--- src/rtl/exu_arbiter.sv ---
// Round-robin arbiter/sequencer sharing one combinational EXU among NUM_REQ requesters.
// Optional illegal-op flagging on resp_err is enabled by defining EXU_ARB_ILLEGAL_OP_EN.
module exu_arbiter #(
    parameter int NUM_REQ = 4,
    parameter int ID_W    = 2
) (
    input  logic                    clk,
    input  logic                    rst_n,
    input  logic [NUM_REQ-1:0]      req_valid,
    output logic [NUM_REQ-1:0]      req_ready,
    input  logic [5*NUM_REQ-1:0]    req_op,
    input  logic [32*NUM_REQ-1:0]   req_a,
    input  logic [32*NUM_REQ-1:0]   req_b,
    input  logic [5*NUM_REQ-1:0]    req_waddr,
    input  logic [NUM_REQ-1:0]      req_wen,
    output logic [4:0]              exu_op,
    output logic [31:0]             exu_a,
    output logic [31:0]             exu_b,
    output logic                    exu_wen,
    output logic [4:0]              exu_waddr,
    input  logic [31:0]             exu_result,
    output logic                    resp_valid,
    input  logic                    resp_ready,
    output logic [31:0]             resp_data,
    output logic [4:0]              resp_waddr,
    output logic                    resp_wen,
    output logic [ID_W-1:0]         resp_id,
    output logic                    resp_err
);

    typedef enum logic [1:0] {
        S_IDLE,
        S_EXEC,
        S_RESP
    } state_e;

    state_e            state_q, state_d;
    logic [ID_W-1:0]   rr_ptr_q, rr_ptr_d;
    logic [4:0]        iss_op_q, iss_op_d;
    logic [31:0]       iss_a_q, iss_a_d;
    logic [31:0]       iss_b_q, iss_b_d;
    logic [4:0]        iss_waddr_q, iss_waddr_d;
    logic              iss_wen_q, iss_wen_d;
    logic [ID_W-1:0]   iss_id_q, iss_id_d;
    logic              resp_valid_q, resp_valid_d;
    logic [31:0]       resp_data_q, resp_data_d;
    logic [4:0]        resp_waddr_q, resp_waddr_d;
    logic              resp_wen_q, resp_wen_d;
    logic [ID_W-1:0]   resp_id_q, resp_id_d;
    logic              resp_err_q, resp_err_d;

    logic              win_vld;
    logic [ID_W-1:0]   win_id;
    logic              accept;
    int                idx;

    // First valid requester at or after rr_ptr, wrapping at NUM_REQ-1.
    always_comb begin
        win_vld = 1'b0;
        win_id  = '0;
        idx     = 0;
        for (int k = 0; k < NUM_REQ; k++) begin
            idx = int'(rr_ptr_q) + k;
            if (idx >= NUM_REQ) idx = idx - NUM_REQ;
            if (!win_vld && req_valid[idx]) begin
                win_vld = 1'b1;
                win_id  = ID_W'(idx);
            end
        end
    end

    assign accept = (state_q == S_IDLE) && win_vld;

    always_comb begin
        req_ready = '0;
        if (rst_n && accept) req_ready[win_id] = 1'b1;
    end

    always_comb begin
        state_d      = state_q;
        rr_ptr_d     = rr_ptr_q;
        iss_op_d     = iss_op_q;
        iss_a_d      = iss_a_q;
        iss_b_d      = iss_b_q;
        iss_waddr_d  = iss_waddr_q;
        iss_wen_d    = iss_wen_q;
        iss_id_d     = iss_id_q;
        resp_valid_d = resp_valid_q;
        resp_data_d  = resp_data_q;
        resp_waddr_d = resp_waddr_q;
        resp_wen_d   = resp_wen_q;
        resp_id_d    = resp_id_q;
        resp_err_d   = resp_err_q;
        unique case (state_q)
            S_IDLE: begin
                if (accept) begin
                    iss_op_d    = req_op[5*win_id +: 5];
                    iss_a_d     = req_a[32*win_id +: 32];
                    iss_b_d     = req_b[32*win_id +: 32];
                    iss_waddr_d = req_waddr[5*win_id +: 5];
                    iss_wen_d   = req_wen[win_id];
                    iss_id_d    = win_id;
                    rr_ptr_d    = (win_id == ID_W'(NUM_REQ - 1)) ?
                                  '0 : win_id + ID_W'(1);
                    state_d     = S_EXEC;
                end
            end
            S_EXEC: begin
                resp_data_d  = exu_result;
                resp_waddr_d = iss_waddr_q;
                resp_wen_d   = iss_wen_q;
                resp_id_d    = iss_id_q;
`ifdef EXU_ARB_ILLEGAL_OP_EN
                resp_err_d   = (iss_op_q > 5'd7);
`else
                resp_err_d   = 1'b0;
`endif
                resp_valid_d = 1'b1;
                state_d      = S_RESP;
            end
            S_RESP: begin
                if (resp_ready) begin
                    resp_valid_d = 1'b0;
                    state_d      = S_IDLE;
                end
            end
            default: state_d = S_IDLE;
        endcase
    end

    always_ff @(posedge clk or negedge rst_n) begin
        if (!rst_n) begin
            state_q      <= S_IDLE;
            rr_ptr_q     <= '0;
            iss_op_q     <= '0;
            iss_a_q      <= '0;
            iss_b_q      <= '0;
            iss_waddr_q  <= '0;
            iss_wen_q    <= 1'b0;
            iss_id_q     <= '0;
            resp_valid_q <= 1'b0;
            resp_data_q  <= '0;
            resp_waddr_q <= '0;
            resp_wen_q   <= 1'b0;
            resp_id_q    <= '0;
            resp_err_q   <= 1'b0;
        end else begin
            state_q      <= state_d;
            rr_ptr_q     <= rr_ptr_d;
            iss_op_q     <= iss_op_d;
            iss_a_q      <= iss_a_d;
            iss_b_q      <= iss_b_d;
            iss_waddr_q  <= iss_waddr_d;
            iss_wen_q    <= iss_wen_d;
            iss_id_q     <= iss_id_d;
            resp_valid_q <= resp_valid_d;
            resp_data_q  <= resp_data_d;
            resp_waddr_q <= resp_waddr_d;
            resp_wen_q   <= resp_wen_d;
            resp_id_q    <= resp_id_d;
            resp_err_q   <= resp_err_d;
        end
    end

    assign exu_op     = iss_op_q;
    assign exu_a      = iss_a_q;
    assign exu_b      = iss_b_q;
    assign exu_wen    = iss_wen_q;
    assign exu_waddr  = iss_waddr_q;
    assign resp_valid = resp_valid_q;
    assign resp_data  = resp_data_q;
    assign resp_waddr = resp_waddr_q;
    assign resp_wen   = resp_wen_q;
    assign resp_id    = resp_id_q;
    assign resp_err   = resp_err_q;

endmodule

--- config.mk ---
export PLATFORM = sky130hd
export DESIGN_NAME = exu_arbiter
export DESIGN_NICKNAME = d
export VERILOG_FILES = /design/src/rtl/exu_arbiter.sv
export SDC_FILE = /design/constraint.sdc
export NUM_CORES = 1
export LEC_CHECK = 0
export CORE_AREA = 2 2 177 179
export CTS_CLUSTER_SIZE = 28
export DETAILED_ROUTE_END_ITERATION = 10
export DIE_AREA = 0 0 179 181
export MAX_ROUTING_LAYER = met4
export PLACE_DENSITY = 0.63
export SLEW_MARGIN = 20
export SYNTH_ARGS = -nofsm -noshare
export SYNTH_HDL_FRONTEND = slang
export SYNTH_SLANG_ARGS = --single-unit
--- constraint.sdc ---
create_clock -name clk -period 2.25 [get_ports clk]
set_input_delay 0.45 -clock clk [delete_from_list [all_inputs] [get_ports clk]]
set_output_delay 0.45 -clock clk [all_outputs]
set_load 0.02 [all_outputs]
# [Word-level counts from Yosys, hierarchy flattened]
# Cells that the tools add are included.
[word_totals] out_inout_bits=121 word_cells=90 reg_bits=122 in_bits=339
[classes] n_lt_le_gt_ge=10 reduce_logical=14 addsub=8 eq_ne=5 mux=35 multipliers=1 shifts=4
[ops] cell="$shiftx 128x8->32" n=2
[ops] cell="$lt 32x4->1 const B" n=4
[ops] cell="$mux 32" n=4
[ops] cell="$shiftx 20x6->5" n=2
[ops] cell="$mux 1" n=15
[ops] cell="$mux 2" n=7
[ops] cell="$sub 3x3->4 const B" n=3
[ops] cell="$bmux 1 s2" n=5
[ops] cell="$ge 3x3->1 const B" n=3
[ops] cell="$add 2x2->3 const B" n=2
[ops] cell="$logic_and 1x1->1" n=6
[ops] cell="$pmux 2 s3" n=1
[ops] cell="$reduce_and 2->1" n=3
[ops] cell="$mul 3x2->5 const A" n=1
[ops] cell="$eq 2x2->1 const B" n=2
[ops] cell="$mux 4" n=1
[ops] cell="$ne 2x2->1 const B" n=2
[ops] cell="$sub 2x3->4 const B" n=1
[ops] cell="$add 2x1->3 const B" n=1
[ops] cell="$ge 2x3->1 const B" n=1
[ops] cell="$logic_not 1->1" n=3
[ops] cell="$lt 2x3->1 const B" n=1
[ops] cell="$add 2x1->2 const B" n=1
[ops] cell="$demux 1 s2" n=1
[ops] cell="other kinds (5)" n=5

# [Depth between registers and ports, before layout]
[logic_depth] ltp_word=20 depth_mapped=10 depth_no_buf=7

# [Worst setup path before layout]
# OpenSTA, ideal clock, no wires.
[synth_timing] path_kind="input to output" start="in req_valid[0]" end="out req_ready[3]" n_path_buf=3 t_required_ns=1.800 setup_slack_ns=-0.012 path_stages=9 arrival_ns=1.812 cell_sequence="buf_2 -> nor3b_2 -> a21oi_1 -> o21ai_2 -> buf_6 -> buf_4 -> inv_1 -> ha_1 -> and3_1"
[synth_between] elab_chain_len=18 elab_cells_between_ends=34 classes_between="2 x order compare; 23 x mux; 9 x reduce/logical"
[synth_rtl] element="start: declaration" line="9" rtl="input logic [NUM_REQ-1:0] req_valid,"
[synth_rtl] element="$bmux 1 s2" line="65" rtl="if (!win_vld && req_valid[idx]) begin"
[synth_rtl] element="$mux 1 (not written as such) (2 in a row)" line="65"
[synth_rtl] element="$mux 1" line="65"
[synth_rtl] element="$logic_not 1->1" line="65"
[synth_rtl] element="$logic_and 1x1->1" line="65"
[synth_rtl] element="$mux 1" line="65"
[synth_rtl] element="$logic_not 1->1" line="65"
[synth_rtl] element="$logic_and 1x1->1" line="65"
[synth_rtl] element="$mux 1" line="65"
[synth_rtl] element="$logic_not 1->1" line="65"
[synth_rtl] element="$logic_and 1x1->1" line="65"
[synth_rtl] element="$mux 2" line="65"
[synth_rtl] element="$lt 2x3->1 (not written as such) / $ge 2x1->1 (equally long branches)" line="76" rtl="if (rst_n && accept) req_ready[win_id] = 1'b1;"
[synth_rtl] element="$logic_and 1x1->1 (not written as such)" line="76"
[synth_rtl] element="$mux 1 (not written as such)" line="76"
[synth_rtl] element="$demux 1 s2" line="76"
[synth_rtl] element="$mux 4 (*)" line="76"
[synth_rtl] element="end: declaration" line="10" rtl="output logic [NUM_REQ-1:0] req_ready,"
# Every way passes the cells marked *; elsewhere a longest branch is shown, timed or not. The select of a mux whose other input is x is not followed.

# [Worst setup path after layout]
[layout_timing] start="reg rr_ptr_q[1]" end="out req_ready[0]"
[layout_between] elab_chain_len=20 elab_cells_between_ends=49 classes_between="7 x add/sub; 6 x order compare; 27 x mux; 9 x reduce/logical"
[layout_rtl] element="start: declaration" line="38" rtl="logic [ID_W-1:0] rr_ptr_q, rr_ptr_d;"
[layout_rtl] element="start signal: assignment" line="149" rtl="rr_ptr_q <= rr_ptr_d;"
[layout_rtl] element="parallel branches: the longest is 19 deep, another holds $sub 3x3->4"
[layout_rtl] element="$mux 4 (*)" line="76"
# Every way passes the cells marked *. The select of a mux whose other input is x is not followed.

==> results.md <==
- The width of the die is 179 µm.
- The run finished, with violations left.
- The number of enable-type register cells in the synthesized netlist is 0.
- Synthesis produced a netlist whose cell count is 567.
- The max-capacitance violation count is 0.
- The pre-antenna-repair detailed-routing pass consisted of 5 iterations.
- The number of buffers created by CTS is 17.
- The library cells used most frequently in the layout, excluding fill and tap cells, are clkdlybuf4s50_1 (449), dfrtp_1 (120), nor2_1 (77).
- The residual overflow from global routing is 0.
- In the synthesized netlist the dominant register cell turns out to be dfrtp_1.
- The number of warnings printed during yosys synthesis is 0.
- The number of antenna diodes in the final layout is 0.
- The kind of start point of the critical path is a register.
- The endpoint arrival time on the critical path is 1.86 ns.
- The portion of netlist area occupied by mux cells is 0.191.
- Routability-driven placement finished with a final weighted congestion of 0.867.
- The per-instance average area after synthesis is 11.2 µm².
- The per-cell routed wire length is 19.0 µm.
- The later pin in the worst-skew pair is clocked with a latency of 0.42 ns.
- Of the total synthesized cell area, the portion taken by AND, OR, NAND and NOR gates is 0.0610.
- Of all nets on the critical path, the largest fanout is 8.
- The filler-free cell count of the finished design is 1446.
- The number of library cell types mapped by synthesis is 34.
- The number of clock sinks is 122.
- In the routed layout, each cell is associated on average with a via count of 4.66.
- The count of endpoints failing setup in the final report is 3.
- The design draws 16.5 mW.
- The detailed router placed 6740 vias in this run.
- The maximum achievable frequency is 432 MHz.
- The critical path start-end classification is register to output pin.
- Timing analysis after detailed placement gives a worst setup slack of -0.816 ns.
- The count of boundary I/O pins is 460.
- The number of global-route vias before repair is 6892.
- The CTS tree is built.
- The post-route standard cell area excluding fillers is 0.0123 mm².
- In the synthesized netlist the async set-or-reset flop fraction comes to 1.00.
- Hold timing on the final database bottoms out at a slack of 0.446 ns.
- Compared with the post-synthesis result, the final layout area differs by 93.7%.
- The cell area that synthesis handed to floorplanning was 0.00634 mm².
- The checks that failed: negative setup slack.
- Of the total synthesized cell area, the portion taken by full adders, half adders and majority gates is 0.00197.
- The fraction of post-synthesis cell area in the top cell type by area is 0.482.
- The height of the die is 181 µm.
- The post-synthesis sequential element count is 122.
- The first routing iteration left 285 violations.
- For this configuration, the core starts out at a cell density of 0.209.
- Setup repair after global routing could not meet its margin everywhere.
- The most common library cell in the layout ignoring fill and taps is clkdlybuf4s50_1.
- The max-slew headroom at the worst pin is 0.545.
- In this run the power density over the cells is 1340 mW/mm².
- The die covers 0.0324 mm².
- The initial antenna violation count is 0.
- The maximum VDD drop is 909 µV.
- The number of hold violations in the final report is 0.
- The site row count is 64.
- The core region is 0.0303 mm².
- The clock passes through at most 2 buffers.
- The final core utilization is 0.405.
- The share of the cycle needed by the critical path after routing is 1.03.
- The root buffer cell is clkbuf_16.
- The share of the Yosys chip area taken by registers is 0.482.
- During placement, the flow inserted port buffers numbering 458.
- The worst path required time is 1.80 ns.
- Counting I/O delays and the setup requirement, the final critical path takes 2.31 ns.
- The worst hold path belongs to the class input port to async pin.
- The worst setup skew after layout is 0.0152 ns.
- The detail route stage leaves a number of antenna-violating nets equal to 0.
- The largest area contributor in the synthesized netlist is dfrtp_1.
- Of the total synthesized cell area, the portion taken by XOR and XNOR cells is 0.
- In the global route stage, overall resource usage came out at 0.167.
- The area after detailed placement is 0.0116 mm².
- The final HPWL from detailed placement is 21.0 mm.
- The number of H-tree levels is 4.
- STA classifies the critical path endpoint as an output pin.
- The leakage component of the power is 5.01 nW.
- For this run, design rule violations remaining after detail routing come to 0.
- The number of instances in the placed design is 1412.
- After routing, the total negative slack on setup checks comes to -0.149 ns.
- Yosys attributes the largest share of cell area to dfrtp_1 (48%), mux2i_1 (12%), a221oi_1 (8.8%).
- The dominant combinational cell family by area after synthesis is compound AO/OA/AOI/OAI gates.
- The max-slew violation total from the final report is 0.
- The first global-routing pass estimated 39.7 mm of wire.
- The post-synthesis compound-gate area fraction was 0.208.
- The transition at the pin with the smallest max-transition slack is 0.683 ns.
- The clock transition at the registers of the reported paths is 0.06 ns.
- The net count of the mapped netlist is 907.
- Wires add up to 27.5 mm.
- Of the cells placed in the final design, the portion with a size suffix greater than 1 is 0.152.
- At the end of the flow, the number of nets in the layout was 1377.
- Across all setup checks in the final design, the least slack found is -0.0646 ns.
- The pin count of the biggest net entering global routing is 52.
## metal layers
metal  routed length, µm  GRT usage  up-vias
met3                1930     0.0368       40
met2               13800      0.285      305
met5                   0          -        -
met1               11000      0.191     3259
met4                 750     0.0621        0
li1                    -          -     3136
## cell families after synthesis
group           after synthesis
compound gates              170
fa+ha+maj                     1
buf+inv                      63
flops                       122
mux                         116
other cells                   1
simple gates                 94
## path summary, 6_finish.rpt
| check | from | to | slack (ns) | cells after the start |
|---|---|---|---|---|
| max in group asynchronous | rst_n | resp_data[30]$_DFFE_PN0P_ | 0.58 | 4 |
| worst max register to register | rr_ptr_q[1]$_DFFE_PN0P_ | exu_a[14]$_DFFE_PN0P_ | 0.11 | 7 |
| worst min-delay path | rst_n | rr_ptr_q[1]$_DFFE_PN0P_ | 0.45 | 2 |
| worst min register to register | iss_id_q[0]$_DFFE_PN0P_ | iss_id_q[0]$_DFFE_PN0P_ | 0.48 | 2 |
| worst max-delay path | rr_ptr_q[1]$_DFFE_PN0P_ | req_ready[0] | -0.06 | 6 |
| min in group clk | iss_id_q[0]$_DFFE_PN0P_ | iss_id_q[0]$_DFFE_PN0P_ | 0.48 | 2 |
## what timing repair did
action	CTS	global route
hold endpoints to repair	6	0
hold buffers	1	0
resized for setup	42	11
setup buffers	1	1
pin swaps	3	1
endpoints found under the setup margin	66	23
## critical path, stage by stage (launching register included)
cell and delay (ns):
dfrtp_2 0.49, buf_4 0.17, and2_4 0.14, a31oi_4 0.18, o31ai_4 0.12, and3_4 0.20, buf_4 0.16
## cell usage after synthesis (2+ instances only)
library cell,instances
buf_2,12
a221oi_1,64
nand2_1,7
clkbuf_1,27
o21ai_0,5
mux2_2,40
a221oi_2,11
o22ai_1,75
and3_1,3
inv_1,4
buf_6,10
buf_4,7
mux2i_1,76
nor2_1,77
dfrtp_1,122
a21oi_1,8
o31ai_1,2
## final cells by class
| class | instances | area (µm²) |
|---|---|---|
| clock buffer | 22 | 474 |
| multi-input combinational | 382 | 3060 |
| inverter | 6 | 25.0 |
| sequential | 122 | 3060 |
| timing repair buffer | 508 | 5030 |
| fill | 2997 | 18100 |
| tap | 396 | 495 |
| clock inverter | 10 | 141 |
## power breakdown
| group | switching, mW | internal, mW |
|---|---|---|
| Sequential | 0.652 | 3.37 |
| Combinational | 4.92 | 4.64 |
| Clock | 1.05 | 1.83 |
## sequential cells by signal, indices dropped and copies added, names as in the netlist
signal and cells:
resp_wen 1, exu_waddr 5, resp_data 32, rr_ptr_q 2, exu_a 32, state_q 2, exu_b 32, resp_waddr 5
exu_wen 1, resp_id 2, exu_op 5, iss_id_q 2, resp_valid 1
(Power assumes the default switching activity.)
==> patch 1: new RTL, config.mk and constraints unchanged <==
Set the parameter `NUM_REQ` to 5 (it was 4).
--- a/src/rtl/exu_arbiter.sv
+++ b/src/rtl/exu_arbiter.sv
@@ -3,3 +3,3 @@
 module exu_arbiter #(
-    parameter int NUM_REQ = 4,
+    parameter int NUM_REQ = 5,
     parameter int ID_W    = 2
Ports: changed (7 resized); port bits go from 460 to 537. The function was not compared with the original's and may differ.
==> patch 1 against the original RTL <==
The run still ends with negative setup slack left; sequential share of layout area decreased by 3.8 points; clock skew increased by 0.0036 ns; synthesized cell count increased by 9.0%; sequential cell count unchanged; design area increased by 18%; routed wire length increased by 32%; area after synthesis increased by 11%; worst setup slack got worse by 0.99 ns; largest cell class unchanged.
Power is not compared: it rests on default switching activity, and its combinational part moved more than twofold at a synthesized area within 25%.
==> patch 1: results (changes against the original RTL) <==
Layout
  • Logic inverters: 12 (+6)
  • Number of filler cells placed in the layout: 2791 (-6.9%)
  • Seq area share: 0.210 (-0.0384)
  • Number of non-clock buffers in the layout: 557 (+9.6%)
  • Clock buf count: 18 (-18%)
  • Layout cells sized above 1: 0.234 (+0.0818)
  • ClkCell Share: 0.0406 (-0.00955)

Yosys
  • Count of mapped cells out of synthesis: 618 (+9.0%)
  • Dominant cells by area after synthesis: dfrtp_1 (43%), mux2i_1 (22%), o221ai_1 (9.3%)
  • Most used standard cells in the synthesized netlist: mux2i_1 (158), dfrtp_1 (122), nand2_1 (88)
  • Main combinational cell family by area after synthesis: multiplexers
  • Post-Synth Adder-Cell Area: 0.0142 (+0.0122)

Drt
  • Detailed Route Iter0 Violations: 364 (+28%)
  • Wire length the detailed router placed on met1: 13200 um (+19%)
  • Met3 Wirelength: 2710 um (+41%)
  • Met2 wire length: 19800 um (+43%)
  • Final wirelength: 36300 um (+32%)
  • Overall via count from detail_route: 7464 (+11%)

Worst setup path
  • Worst-case register-to-register setup slack: -0.87 ns (-0.98 ns)
  • CP peak stage delay: 0.46 ns (-0.03 ns)
  • Worst R2R Path Depth: 13 (+6)
  • Critical R2R Capture: exu_op[3]$_DFFE_PN0P_
  • Worst Path Arrival: 2.86 ns (+1.00 ns)
  • Crit path max-delay family: buffers and inverters
  • R2r startpoint: rr_ptr_q[0]$_DFFE_PN0P_

Timing
  • Hold WS: 0.0550 ns (-0.391 ns)
  • Minimum setup slack in the final design: -1.06 ns (-0.991 ns)
  • Total negative slack for setup checks: -67.04 ns (-66.89 ns)
  • Finish-stage setup viols: 84 (+81)
  • Worst setup skew after layout: 0.0188 ns (+0.00359 ns)
  • Worst Tran Pin Value: 0.903 ns (+0.220 ns)

Global route
  • Wire length of the first global-routing pass: 46200 um (+16%)
  • Vias in the first global route: 7597 (+10%)
  • GRT Util Overall: 0.200 (+0.0322)
  • Met1 Track Usage GR: 0.212 (+0.0215)
  • Maximum number of pins on one net before global-route repair: 65 (+25%)

Placed design
  • Number of cells after detailed placement: 1465 (+3.8%)
  • Pre-CTS setup slack: -1.46 ns (-0.641 ns)
  • Placer's final routability congestion estimate: 0.910 (+5.0%)
  • Cell area reported after detailed placement: 12300 um2 (+6.8%)
  • Number of port buffers: 459 (+0.22%)

Clock tree
  • Post_cts resized: 61 (+45%)
  • Hold-fix buffers, CTS: 0 (-1)

Status
  • Violations in the final reports: negative setup slack
  • Outcome: finished with violations
## patch 1: worst max path at each step
stage,from,cells after the start,slack [ns],to
floorplan,rr_ptr_q[0]$_DFFE_PN0P_,15,-0.78,req_ready[2]
global placement,req_valid[1],9,-1.42,req_ready[3]
detailed placement,req_valid[1],11,-1.46,req_ready[0]
CTS,rr_ptr_q[1]$_DFFE_PN0P_,11,-1.08,req_ready[0]
global route,rr_ptr_q[0]$_DFFE_PN0P_,11,-1.20,req_ready[0]
finish,rr_ptr_q[0]$_DFFE_PN0P_,11,-1.06,req_ready[0]
## patch 1: power by group through the flow
stage / clock (mW) / combinational, mW / sequential, mW
2_1_floorplan: 0 / 8.12 / 5.26
3_3_place_gp: 0 / 14.2 / 4.04
3_5_place_dp: 0 / 14.3 / 4.06
4_1_cts: 2.91 / 17.8 / 4.05
5_1_grt: 3.01 / 22.8 / 4.18
6_report: 2.82 / 21.8 / 4.04
==> patch 2: new RTL, same flow settings <==
Made on the original files. Reset style: synchronous (`rst_n`), changed in one clocked block.
--- a/src/rtl/exu_arbiter.sv
+++ b/src/rtl/exu_arbiter.sv
@@ -130,3 +130,3 @@
 
-    always_ff @(posedge clk or negedge rst_n) begin
+    always_ff @(posedge clk) begin
         if (!rst_n) begin
Function: differs if rst_n is asserted again (counterexample within 4 cycles, from zero or initial values and one cycle with rst_n low); with rst_n held inactive, the same outputs for 4 cycles.
==> patch 2 against the original RTL <==
The flow still finishes with violations (negative setup slack); design area fell by 3.9%; sequential cell count did not move; routed wire length decreased by 0.40%; worst setup slack better by 0.017 ns; utilization is 1.6 points lower; area after synthesis shrank 8.5%; sequential share of layout area shrank 4.1 points; synthesized cell count increased by 15%; critical path type is now input port to output pin.
Power is not compared: it rests on default switching activity, and its combinational part moved more than twofold at a synthesized area within 25%.
==> patch 2: results (changes against the original RTL) <==
Status
  • Outcome: finished with violations
  • Violations in the final reports: negative setup slack

Drt
  • Overall via count from detail_route: 6928 (+2.8%)
  • Detailed Route Iter0 Violations: 275 (-3.5%)
  • Number of iterations in the first detailed-routing pass: 5 (unchanged)
  • Routed length per instance: 17.9 um (-5.9%)

Power and ir drop
  • Reported leakage power: 4.82 nW

Global route
  • GRT Util Overall: 0.168 (+0.000381)
  • Wire length of the first global-routing pass: 39800 um (+0.31%)
  • Antenna violations before repair: 0 (unchanged)
  • Vias in the first global route: 7291 (+5.8%)
  • Maximum number of pins on one net before global-route repair: 46 (-12%)

Clock tree
  • Total clock buffers created by CTS: 17 (unchanged)
  • Worst-skew pair later-pin latency: approximately 0.43 ns
  • Buffer depth of the longest clock path: 2 (unchanged)
  • Clock Tree Root: clkbuf_16
  • Clock transition at path regs: approximately 0.050 ns

Yosys
  • Syn Nets: 992 (+9.4%)
  • Post-Synth Adder-Cell Area: 0.00216 (+0.000183)
  • Synth Register Bits: 122 (unchanged)
  • Compound-Gate Fraction of Synth Area: 0.268 (+0.0599)
  • Share of cell area taken by muxes after synthesis: 0.129 (-0.0616)
  • Sequential share of the synthesized area: 0.421 (-0.0605)
  • Dominant cells by area after synthesis: dfxtp_1 (42%), mux2i_1 (13%), o221ai_1 (11%)
  • Synthesized-area fraction occupied by xor and xnor cells: 0 (unchanged)
  • Post-synthesis async set-or-reset flop share: 0 (-1.00)
  • Most used standard cells in the synthesized netlist: dfxtp_1 (122), nand2_1 (87), inv_1 (79)
  • Cell variety after synth: 36 (+5.9%)

Worst setup path
  • Worst R2R Path Depth: 8 (+1)
  • Worst-case register-to-register setup slack: 0.28 ns (+0.17 ns)
  • R2r startpoint: rr_ptr_q[0]$_SDFFE_PN0P_
  • Critical R2R Capture: exu_a[0]$_SDFFE_PN0P_
  • Highest net fanout along the worst path: 5 (-3)

Layout
  • Layout cells sized above 1: 0.0934 (-0.0590)
  • Number of filler cells placed in the layout: 3021 (+0.80%)
  • NumNets Final: 1463 (+6.2%)

Timing
  • Hold WS: 0.450 ns (+0.00389 ns)
  • Finish-stage setup viols: 1 (-2)
  • Worst Tran Pin Value: 0.557 ns (-0.126 ns)
  • Minimum setup slack in the final design: -0.0475 ns (+0.0172 ns)
  • Worst setup skew after layout: 0.0157 ns (+0.000468 ns)

Placed design
  • Detailed-placement wirelength estimate: 20700 um (-1.7%)
  • Number of port buffers: 458 (unchanged)
  • Pre-CTS setup slack: -0.484 ns (+0.332 ns)
  • Placer's final routability congestion estimate: 0.868 (+0.17%)

Worst hold path
  • Hold path depth: 2
  • Startpoint of the worst hold path: resp_data[23]$_SDFFE_PN0P_
  • HP Class: flip-flop to flip-flop
  • Hold-critical path endpoint: resp_data[23]$_SDFFE_PN0P_
-- patch 2: power breakdown --
group	total [mW]	internal (mW)	switching, mW	leakage (nW)
clock	3.07	1.99	1.08	0.309
sequential	2.73	2.51	0.224	1.01
combinational	3.18	1.71	1.47	3.51
-- patch 2: kinds of logic (layout without fill, tap and decap cells) --
| family | count (synthesis) | in the layout |
|---|---|---|
| buffers and inverters | 137 | 620 |
| DFF | 122 | 122 |
| muxes | 75 | 75 |
| and+or+nand+nor | 107 | 107 |
| adders and majority gates | 1 | 1 |
| other | 1 | 1 |
| AOI/OAI and AO/OA | 209 | 209 |
-- patch 2: final cells by class --
cell class                      count  area (um2)  area share
Timing Repair Buffer              510        5060       0.429
Multi-Input combinational cell    393        2860       0.242
Sequential cell                   122        2450       0.208
Tap cell                          396         495      0.0420
Clock buffer                       19         443      0.0375
Inverter                           79         299      0.0253
Clock inverter                     12         198      0.0168
-- patch 2: layer usage --
layer	vias up	GRT usage	part of all wire
met5	-	-	0
met4	0	0.0982	0.050
met3	70	0.0337	0.063
met2	345	0.271	0.48
met1	3188	0.191	0.40
li1	3325	-	-
-- patch 2: how the worst max path moves through the flow --
| stage | from | cells past startpoint | end |
|---|---|---|---|
| after floorplan | req_valid[2] | 9 | req_ready[3] |
| after global placement | req_valid[0] | 7 | req_ready[0] |
| after detailed placement | req_valid[0] | 7 | req_ready[0] |
| after CTS | rr_ptr_q[0]$_SDFFE_PN0P_ | 7 | req_ready[3] |
| after global routing | rr_ptr_q[0]$_SDFFE_PN0P_ | 7 | req_ready[3] |
| final | req_valid[3] | 9 | req_ready[3] |
-- patch 2: per-stage QoR --
step	area [um2]	setup TNS (ns)	cells	total power, mW
2_1_floorplan	5830	0	652	4.16
3_3_place_gp	11100	-23.84	1494	5.91
3_5_place_dp	11100	-25.47	1494	5.93
4_1_cts	11800	-0.0536	1531	9.10
5_1_grt	11800	-0.128	1531	9.39
6_report	11800	-0.0475	1531	8.98
-- patch 2: critical path, cell delays in order --
cell and delay [ns]:
dlygate4sd2_1 0.23, buf_6 0.12, inv_1 0.04, a21o_1 0.19, a211o_4 0.34, inv_4 0.07, ha_4 0.12, and3_4 0.16
buf_6 0.12
-- patch 2: what timing repair did --
action                     4_1_cts  5_1_grt
cloned                           0        0
setup buffers                    6        0
pin swaps                        4        1
hold buffers                     0        0
gates resized for setup         22        4
setup endpoints to repair        4        3
